**src/rtl/branch_predictor_btb_pkg.sv**
```systemverilog
// Shared types, defaults and helpers for the branch target buffer.
package branch_predictor_btb_pkg;

    // Default geometry of the BTB.
    localparam int BTB_XLEN    = 64;
    localparam int BTB_ENTRIES = 16;
    localparam int BTB_TAG_W   = 10;
    localparam int BTB_CTR_W   = 2;
    localparam int BTB_CNT_W   = 32;

    // RV64 control-transfer opcodes the predictor is concerned with.
    typedef enum logic [6:0] {
        OP_BRANCH = 7'b1100011,
        OP_JAL    = 7'b1101111,
        OP_JALR   = 7'b1100111
    } opcode_e;

    // Index width: smallest w with 2**w >= entries.
    function automatic int idx_width(input int entries);
        int w;
        w = 0;
        for (int i = 0; i < 31; i++) begin
            if ((1 << i) < entries) w = i + 1;
        end
        return w;
    endfunction

    // Weakly-taken initial value for a freshly allocated branch counter.
    function automatic logic [31:0] ctr_weak_taken(input int w);
        return 32'd1 << (w - 1);
    endfunction

    // Strongly-taken initial value for a freshly allocated jump counter.
    function automatic logic [31:0] ctr_strong_taken(input int w);
        return (32'd1 << w) - 32'd1;
    endfunction

endpackage

```
**src/rtl/branch_predictor_btb_if.sv**
```systemverilog
// Fetch lookup, ID training, redirect and perf-counter bundle of the BTB.
// Handshake: upd_valid qualifies all upd_* fields for exactly the cycle it is
// high; there is no ready, the BTB accepts every update (inv_all and reset
// may drop it). The fetch side has no handshake: f_pc is looked up every
// cycle and f_lookup_en only marks cycles that count as real lookups.
interface branch_predictor_btb_if #(
    parameter int XLEN  = 64,
    parameter int CNT_W = 32
);
    logic [XLEN-1:0]  f_pc;
    logic             f_lookup_en;
    logic             f_hit;
    logic             f_pred_taken;
    logic [XLEN-1:0]  f_pred_target;

    logic             upd_valid;
    logic [XLEN-1:0]  upd_pc;
    logic             upd_is_jump;
    logic             upd_taken;
    logic [XLEN-1:0]  upd_target;
    logic             upd_pred_taken;
    logic [XLEN-1:0]  upd_pred_target;

    logic             mispredict;
    logic [XLEN-1:0]  redirect_pc;

    logic             inv_all;

    logic [CNT_W-1:0] perf_lookups;
    logic [CNT_W-1:0] perf_hits;
    logic [CNT_W-1:0] perf_mispredicts;

    // Core side: drives fetch PC, training and invalidate.
    modport master (
        output f_pc, f_lookup_en,
        output upd_valid, upd_pc, upd_is_jump, upd_taken, upd_target,
        output upd_pred_taken, upd_pred_target, inv_all,
        input  f_hit, f_pred_taken, f_pred_target,
        input  mispredict, redirect_pc,
        input  perf_lookups, perf_hits, perf_mispredicts
    );

    // BTB side.
    modport slave (
        input  f_pc, f_lookup_en,
        input  upd_valid, upd_pc, upd_is_jump, upd_taken, upd_target,
        input  upd_pred_taken, upd_pred_target, inv_all,
        output f_hit, f_pred_taken, f_pred_target,
        output mispredict, redirect_pc,
        output perf_lookups, perf_hits, perf_mispredicts
    );
endinterface

```
**src/rtl/branch_predictor_btb_sat_counter.sv**
```systemverilog
// Saturating up/down counter with load and set-to-max; clears on reset.
module branch_predictor_btb_sat_counter #(
    parameter int W = 2
) (
    input  logic         clk,
    input  logic         resetn,
    input  logic         inc,
    input  logic         dec,
    input  logic         set_max,
    input  logic         load,
    input  logic [W-1:0] load_val,
    output logic [W-1:0] count
);

    // Priority: reset, load, set_max, then saturating inc/dec.
    always_ff @(posedge clk) begin
        if (!resetn) begin
            count <= '0;
        end else if (load) begin
            count <= load_val;
        end else if (set_max) begin
            count <= '1;
        end else if (inc && !dec && (count != '1)) begin
            count <= count + 1'b1;
        end else if (dec && !inc && (count != '0)) begin
            count <= count - 1'b1;
        end
    end

endmodule

```
**src/rtl/branch_predictor_btb.sv**
```systemverilog
// Direct-mapped BTB with per-entry direction counters, trained from ID.
module branch_predictor_btb
    import branch_predictor_btb_pkg::*;
#(
    parameter int XLEN    = BTB_XLEN,
    parameter int ENTRIES = BTB_ENTRIES,
    parameter int TAG_W   = BTB_TAG_W,
    parameter int CTR_W   = BTB_CTR_W,
    parameter int CNT_W   = BTB_CNT_W
) (
    input  logic                 clk,
    input  logic                 resetn,
    branch_predictor_btb_if.slave bus
);

    localparam int IDX_W = idx_width(ENTRIES);
    localparam logic [CTR_W-1:0] CTR_INIT_BRANCH = CTR_W'(ctr_weak_taken(CTR_W));
    localparam logic [CTR_W-1:0] CTR_INIT_JUMP   = CTR_W'(ctr_strong_taken(CTR_W));

    logic [ENTRIES-1:0] valid_q;
    logic [TAG_W-1:0]   tag_q    [ENTRIES];
    logic [XLEN-1:0]    target_q [ENTRIES];
    logic [CTR_W-1:0]   ctr_q    [ENTRIES];

    logic [IDX_W-1:0] f_idx;
    logic [TAG_W-1:0] f_tag;
    logic [IDX_W-1:0] u_idx;
    logic [TAG_W-1:0] u_tag;

    logic upd_we;
    logic u_hit;
    logic alloc;
    logic tgt_we;
    logic ctr_inc;
    logic ctr_dec;
    logic ctr_max;
    logic ctr_load;
    logic [CTR_W-1:0] ctr_load_val;

    assign f_idx = bus.f_pc[IDX_W+1:2];
    assign f_tag = bus.f_pc[TAG_W+IDX_W+1:IDX_W+2];
    assign u_idx = bus.upd_pc[IDX_W+1:2];
    assign u_tag = bus.upd_pc[TAG_W+IDX_W+1:IDX_W+2];

    // Zero-latency lookup from the current table; no bypass of this cycle's update.
    always_comb begin
        bus.f_hit         = valid_q[f_idx] && (tag_q[f_idx] == f_tag);
        bus.f_pred_taken  = bus.f_hit && ctr_q[f_idx][CTR_W-1];
        bus.f_pred_target = bus.f_pred_taken ? target_q[f_idx] : bus.f_pc + XLEN'(4);
    end

    // Misprediction detection and correct next PC for the fetch mux.
    always_comb begin
        bus.mispredict  = bus.upd_valid &&
                          ((bus.upd_taken != bus.upd_pred_taken) ||
                           (bus.upd_taken && (bus.upd_target != bus.upd_pred_target)));
        bus.redirect_pc = bus.upd_taken ? bus.upd_target : bus.upd_pc + XLEN'(4);
    end

    // Training decode: an invalidate in the same cycle drops the update.
    always_comb begin
        upd_we       = bus.upd_valid && !bus.inv_all;
        u_hit        = valid_q[u_idx] && (tag_q[u_idx] == u_tag);
        alloc        = upd_we && !u_hit && bus.upd_taken;
        tgt_we       = upd_we && (u_hit ? (bus.upd_is_jump || bus.upd_taken) : bus.upd_taken);
        ctr_inc      = upd_we && u_hit && !bus.upd_is_jump && bus.upd_taken;
        ctr_dec      = upd_we && u_hit && !bus.upd_is_jump && !bus.upd_taken;
        ctr_max      = upd_we && bus.upd_is_jump && (u_hit || bus.upd_taken);
        ctr_load     = alloc;
        ctr_load_val = bus.upd_is_jump ? CTR_INIT_JUMP : CTR_INIT_BRANCH;
    end

    // Valid bits: reset and invalidate clear everything, allocation sets one.
    always_ff @(posedge clk) begin
        if (!resetn) begin
            valid_q <= '0;
        end else if (bus.inv_all) begin
            valid_q <= '0;
        end else if (alloc) begin
            valid_q[u_idx] <= 1'b1;
        end
    end

    // Tag and target storage; not reset, but a reset cycle still blocks the write.
    always_ff @(posedge clk) begin
        if (resetn && tgt_we) begin
            target_q[u_idx] <= bus.upd_target;
            if (alloc) tag_q[u_idx] <= u_tag;
        end
    end

    // One direction counter per entry, steered by the update index.
    for (genvar i = 0; i < ENTRIES; i++) begin : g_dir
        logic sel;
        assign sel = (u_idx == IDX_W'(i));

        branch_predictor_btb_sat_counter #(.W(CTR_W)) u_dir (
            .clk      (clk),
            .resetn   (resetn),
            .inc      (ctr_inc && sel),
            .dec      (ctr_dec && sel),
            .set_max  (ctr_max && sel && !ctr_load),
            .load     (ctr_load && sel),
            .load_val (ctr_load_val),
            .count    (ctr_q[i])
        );
    end

    // Performance counters: increment-only, saturating, untouched by inv_all.
    branch_predictor_btb_sat_counter #(.W(CNT_W)) u_perf_lookups (
        .clk      (clk),
        .resetn   (resetn),
        .inc      (bus.f_lookup_en),
        .dec      (1'b0),
        .set_max  (1'b0),
        .load     (1'b0),
        .load_val ('0),
        .count    (bus.perf_lookups)
    );

    branch_predictor_btb_sat_counter #(.W(CNT_W)) u_perf_hits (
        .clk      (clk),
        .resetn   (resetn),
        .inc      (bus.f_lookup_en && bus.f_hit),
        .dec      (1'b0),
        .set_max  (1'b0),
        .load     (1'b0),
        .load_val ('0),
        .count    (bus.perf_hits)
    );

    branch_predictor_btb_sat_counter #(.W(CNT_W)) u_perf_mispredicts (
        .clk      (clk),
        .resetn   (resetn),
        .inc      (bus.mispredict),
        .dec      (1'b0),
        .set_max  (1'b0),
        .load     (1'b0),
        .load_val ('0),
        .count    (bus.perf_mispredicts)
    );

endmodule

```
**src/flat_wrapper.sv**
```systemverilog
// flat-port wrapper written by rule: the top's interface ports become plain ports
module branch_predictor_btb_flat import branch_predictor_btb_pkg::*;
#(
    parameter int XLEN    = BTB_XLEN,
    parameter int ENTRIES = BTB_ENTRIES,
    parameter int TAG_W   = BTB_TAG_W,
    parameter int CTR_W   = BTB_CTR_W,
    parameter int CNT_W   = BTB_CNT_W
)
  (clk, resetn, bus_f_pc, bus_f_lookup_en, bus_upd_valid, bus_upd_pc, bus_upd_is_jump, bus_upd_taken, bus_upd_target, bus_upd_pred_taken, bus_upd_pred_target, bus_inv_all, bus_f_hit, bus_f_pred_taken, bus_f_pred_target, bus_mispredict, bus_redirect_pc, bus_perf_lookups, bus_perf_hits, bus_perf_mispredicts);
  branch_predictor_btb_if #(.XLEN(XLEN), .CNT_W(CNT_W)) bus_i ();
  input  logic clk;
  input  logic resetn;
  input wire logic [$bits(bus_i.f_pc)-1:0] bus_f_pc;
  input wire logic [$bits(bus_i.f_lookup_en)-1:0] bus_f_lookup_en;
  input wire logic [$bits(bus_i.upd_valid)-1:0] bus_upd_valid;
  input wire logic [$bits(bus_i.upd_pc)-1:0] bus_upd_pc;
  input wire logic [$bits(bus_i.upd_is_jump)-1:0] bus_upd_is_jump;
  input wire logic [$bits(bus_i.upd_taken)-1:0] bus_upd_taken;
  input wire logic [$bits(bus_i.upd_target)-1:0] bus_upd_target;
  input wire logic [$bits(bus_i.upd_pred_taken)-1:0] bus_upd_pred_taken;
  input wire logic [$bits(bus_i.upd_pred_target)-1:0] bus_upd_pred_target;
  input wire logic [$bits(bus_i.inv_all)-1:0] bus_inv_all;
  output wire logic [$bits(bus_i.f_hit)-1:0] bus_f_hit;
  output wire logic [$bits(bus_i.f_pred_taken)-1:0] bus_f_pred_taken;
  output wire logic [$bits(bus_i.f_pred_target)-1:0] bus_f_pred_target;
  output wire logic [$bits(bus_i.mispredict)-1:0] bus_mispredict;
  output wire logic [$bits(bus_i.redirect_pc)-1:0] bus_redirect_pc;
  output wire logic [$bits(bus_i.perf_lookups)-1:0] bus_perf_lookups;
  output wire logic [$bits(bus_i.perf_hits)-1:0] bus_perf_hits;
  output wire logic [$bits(bus_i.perf_mispredicts)-1:0] bus_perf_mispredicts;
  assign bus_i.f_pc = bus_f_pc;
  assign bus_i.f_lookup_en = bus_f_lookup_en;
  assign bus_i.upd_valid = bus_upd_valid;
  assign bus_i.upd_pc = bus_upd_pc;
  assign bus_i.upd_is_jump = bus_upd_is_jump;
  assign bus_i.upd_taken = bus_upd_taken;
  assign bus_i.upd_target = bus_upd_target;
  assign bus_i.upd_pred_taken = bus_upd_pred_taken;
  assign bus_i.upd_pred_target = bus_upd_pred_target;
  assign bus_i.inv_all = bus_inv_all;
  assign bus_f_hit = bus_i.f_hit;
  assign bus_f_pred_taken = bus_i.f_pred_taken;
  assign bus_f_pred_target = bus_i.f_pred_target;
  assign bus_mispredict = bus_i.mispredict;
  assign bus_redirect_pc = bus_i.redirect_pc;
  assign bus_perf_lookups = bus_i.perf_lookups;
  assign bus_perf_hits = bus_i.perf_hits;
  assign bus_perf_mispredicts = bus_i.perf_mispredicts;
  branch_predictor_btb #(.XLEN(XLEN), .ENTRIES(ENTRIES), .TAG_W(TAG_W), .CTR_W(CTR_W), .CNT_W(CNT_W)) u_core (.clk(clk), .resetn(resetn), .bus(bus_i));
endmodule
```
**config.mk**
```make
export PLATFORM = sky130hd
export DESIGN_NAME = branch_predictor_btb_flat
export DESIGN_NICKNAME = d
export VERILOG_FILES = /design/src/rtl/branch_predictor_btb_pkg.sv /design/src/rtl/branch_predictor_btb_if.sv /design/src/rtl/branch_predictor_btb_sat_counter.sv /design/src/rtl/branch_predictor_btb.sv /design/src/flat_wrapper.sv
export SDC_FILE = /design/constraint.sdc
export NUM_CORES = 2
export LEC_CHECK = 0
export BUFFER_PORTS_ARGS = -buffer_cell sky130_fd_sc_hd__buf_2
export CORE_AREA = 2 2 347 349
export DETAILED_ROUTE_END_ITERATION = 10
export DIE_AREA = 0 0 349 351
export GPL_TIMING_DRIVEN = 1
export MAX_ROUTING_LAYER = met4
export PLACE_DENSITY = 0.77
export SKIP_LAST_GASP = 1
export SYNTH_ARGS = -nofsm -noshare
export SYNTH_HDL_FRONTEND = slang
export SYNTH_HIERARCHICAL = 1
export SYNTH_SLANG_ARGS = --single-unit
```
**constraint.sdc**
```tcl
create_clock -name clk -period 14.6 [get_ports clk]
set_input_delay 4.38 -clock clk [delete_from_list [all_inputs] [get_ports clk]]
set_output_delay 4.38 -clock clk [all_outputs]
set_load 0.03 [all_outputs]
```
==> impl_results.md <==
- Clk slew on worst S/H paths: 0.06 ns
- Pleak: 25.3 nW
- CTS tree: yes
- Final TNS setup: 0 ns
- Synth Flop Type: edfxtp_1
- PortBufs: 490
- # setup viols final: 0
- Worst relative slew slack: 0.0341
- Max-Cap Viols: 0
- Congestion Overflow GR: 0
- Util after Layout: 0.622
- P&R area growth vs syn: 14.0%
- Pre-CTS WS: 1.67 ns
- Initial antenna violation count: 39
- Cell family with most CP delay: multiplexers
- Hold Vio Cnt, Final: 0
- Worst setup SP type: input port
- Routed WL: 212000 µm
- Distinct cell type count after synthesis: between 80 and 90
- Initial core utilization: 0.546
- Share of cells above drive strength 1: 0.269
- TritonRoute pass-1 iters: 6
- Unrepaired setup endpoints after global routing: false
- Clock network power share: 0.389
- Total die area: 122000 µm²
- Switching Share: 0.261
- Largest net degree at the start of global routing: 163
- Core Box Area: 119000 µm²
- ANT nets after route: 0
- Routed vias/inst: 6.83
- Clock latency on the worst-skew pair: a little under 0.8 ns
- Site row count: roughly 130
- Min cycle time layout: between 10 and 15 ns
- Final Non-Filler Cells: roughly 6.6k
- Crit. End Element: primary output
- Worst slew pin tran: around 1.4 ns
- Cts repair resizes: 0
- Setup Fix Bufs, Post-CTS: 0
- First-pass GRT wire length: around 300000 µm
- Synth Instances: 4306
- Synth async-reset ratio: 0
- Sequential share of power: 0.476
- Clock root cell: clkbuf_16
- Critical Path RT: 10.22 ns
- Power per Cell Area: 120 nW/µm²
- Deepest level of the CTS H-tree: 4
- Yosys warnings: 6
- GRT Total Usage: 0.350
- Critical Path AT: 8.67 ns
- Clock Tree Buf Depth: 3
- Setup CP Type: in -> out
- Netlist Area Pre-Place: 64900 µm²
- I/O pins: 491
- Maximum vdd ir drop: ~0.12 mV
- Routability Congestion: 0.984
- Worst min-delay path category: reg -> reg
- DIE HEIGHT: ~350 µm
- Pins Over Slew Limit: 0
- Num Clock Sinks: 1328
- Final Skew: 0.0371 ns
- Via Count: between 40k and 50k
- Post-CTS Hold Fix Bufs: 0
- Most frequent CP cell: mux2_4
- DRT iter0 DRCs: 6589
- Synth Register Bits: 1328
- Switch Pwr: 0.00233 W
- Worst path buffer plus inverter count: 3
- Period utilisation layout: 0.894
- Max stage delay on crit path: 0.85 ns
- CP max-delay cell: or4b_4
- TritonCTS Buffers: 136
- Routed wire per std cell: roughly 32 µm
- Worst-path fanout max: 77
- Final setup margin: 1.55 ns
- Gate power share: 0.135
- Post-DP Area: 69500 µm²
- Layout Nets: 5285
- CP Cell Sequence: buf_8 > mux4_2 > mux2_4 > a22oi_2 > o2111ai_1 > a2111oi_0 > or4b_4 > buf_4 > mux2_4 > buf_2
- Placed cell count: 6330
- Internal cell power: 0.00658 W
- Vias in the first global route: roughly 43k
- Sequential fraction of the synthesis area: 0.592
- Number of synthesized flops with an enable pin: 1184
- Max Freq: 76.6 MHz
- Die Wd: 349 µm
- Remaining DRCs: 0
- Syn_area_per_cell: 15.1 µm²
- Status: complete, no violations
- Post-route design area: around 74000 µm²
- Post-detail-place hpwl: 130000 µm
-- layout make-up --
type | count | area, µm²
repair buffers | 564 | 3070
well taps | 1548 | 1940
flip-flops and latches | 1328 | 38400
multi-input cells | 2786 | 25700
diodes | 41 | 103
inverters | 104 | 395
fillers | 8472 | 45000
clock inverters | 75 | 787
clock buffers | 172 | 3610
-- sequential cells by signal, summed over array words and instances (netlist names) --
signal and cells:
u_core/target_q 1024, u_core/tag_q 160, u_core/g_dir.u_dir/count 32, u_core/u_perf_hits/count 32, u_core/u_perf_lookups/count 32, u_core/u_perf_mispredicts/count 32, u_core/valid_q 16
-- placed cells by master, fill, tap and decap left out, types with 21 or more instances in the layout --
| cell | synthesis | final |
|---|---|---|
| a21boi_0 | 69 | 69 |
| a21oi_1 | 128 | 128 |
| a22o_1 | 22 | 22 |
| and2_1 | 25 | 25 |
| and3_1 | 37 | 37 |
| buf_2 | 47 | 484 |
| buf_4 | 8 | 75 |
| clkbuf_1 | 132 | 31 |
| clkbuf_16 | 0 | 138 |
| clkinv_1 | 4 | 30 |
| conb_1 | 2 | 142 |
| dfxtp_1 | 144 | 144 |
| diode_2 | 0 | 41 |
| edfxtp_1 | 1184 | 1184 |
| ha_1 | 98 | 98 |
| inv_1 | 98 | 98 |
| mux2_4 | 59 | 59 |
| mux2i_1 | 74 | 74 |
| mux4_2 | 401 | 401 |
| nand2_1 | 300 | 300 |
| nand3_1 | 71 | 71 |
| nand4_1 | 84 | 84 |
| nor2_1 | 120 | 117 |
| nor2b_1 | 66 | 66 |
| nor3_1 | 68 | 60 |
| nor4_1 | 102 | 100 |
| o21a_1 | 21 | 21 |
| o21ai_0 | 141 | 138 |
| o221ai_1 | 70 | 70 |
| o22ai_1 | 39 | 39 |
| xnor2_1 | 163 | 163 |
| xor2_1 | 119 | 119 |
-- metal layers --
| layer | GRT usage | part of all wire |
|---|---|---|
| met2 | 0.530 | 0.46 |
| met4 | 0.187 | 0.061 |
| met3 | 0.0889 | 0.13 |
| met5 | - | 0 |
| met1 | 0.436 | 0.35 |
-- power by group through the flow --
| stage | clock (W) | combinational, W | sequential [W] |
|---|---|---|---|
| finish | 0.00347 | 0.00120 | 0.00424 |
| CTS | 0.00349 | 0.00118 | 0.00423 |
| global route | 0.00362 | 0.00128 | 0.00424 |
| global placement | 0 | 0.00115 | 0.00431 |
| detailed placement | 0 | 0.00116 | 0.00431 |
| floorplan | 0 | 0.000742 | 0.00435 |
-- cells by family (layout without fill, tap and decap cells) --
kind of cell | Yosys count | in the layout | share of synthesized area
XOR/XNOR | 282 | 282 | 0.0380
multiplexers | 547 | 547 | 0.166
AND/OR/NAND/NOR | 980 | 980 | 0.0797
AO/OA/AOI/OAI | 734 | 734 | 0.0802
other | 2 | 183 | 0.000116
adder cells (fa/ha/maj) | 101 | 101 | 0.0198
flip-flops | 1328 | 1328 | 0.592
buffers and inverters | 332 | 915 | 0.0237
-- stage by stage --
stage / hold WS [ns] / power, W
detailed placement: 0.485 / 0.00548
CTS: 0.497 / 0.00890
global route: 0.508 / 0.00914
finish: 0.495 / 0.00891
floorplan: 0.436 / 0.00509
global placement: 0.452 / 0.00546
-- worst paths after layout --
kind,start,to,slack [ns],cells past startpoint
worst min register to register,u_core/valid_q[12],u_core/valid_q[12],0.50,2
worst min-delay path,u_core/valid_q[12],u_core/valid_q[12],0.50,2
worst max register to register,u_core/tag_q[7][8],u_core/u_perf_hits/count[30],8.16,22
worst max-delay path,bus_f_pc[3],bus_f_pred_target[45],1.55,10
-- Yosys cell counts (19+ instances only) --
cell / instances / area share
mux2i_1: 74 / 0.011
a21boi_0: 69 / 0.0080
nand3_1: 71 / 0.0055
mux2_4: 59 / 0.014
o22ai_1: 39 / 0.0038
xnor2_1: 163 / 0.022
nor3_1: 68 / 0.0052
nand4_1: 84 / 0.0081
nor2b_1: 66 / 0.0064
inv_1: 98 / 0.0057
a21oi_1: 128 / 0.0099
a21o_1: 26 / 0.0030
o221ai_1: 70 / 0.0094
nor2_1: 120 / 0.0069
ha_1: 98 / 0.019
nor4_1: 102 / 0.0098
mux4_2: 401 / 0.14
buf_2: 47 / 0.0036
o21a_1: 21 / 0.0024
o211ai_1: 19 / 0.0022
a22o_1: 22 / 0.0030
clkbuf_1: 132 / 0.0076
edfxtp_1: 1184 / 0.55
nand2_1: 300 / 0.017
and2_1: 25 / 0.0024
dfxtp_1: 144 / 0.044
o21ai_1: 19 / 0.0015
xor2_1: 119 / 0.016
and3_1: 37 / 0.0036
o21ai_0: 141 / 0.011
-- worst min-delay path, cell delays in order, from the launching register on --
cell and delay (ns):
dfxtp_1 0.32, nand2_1 0.06, o21ai_0 0.07
(Power assumes the default switching activity.)
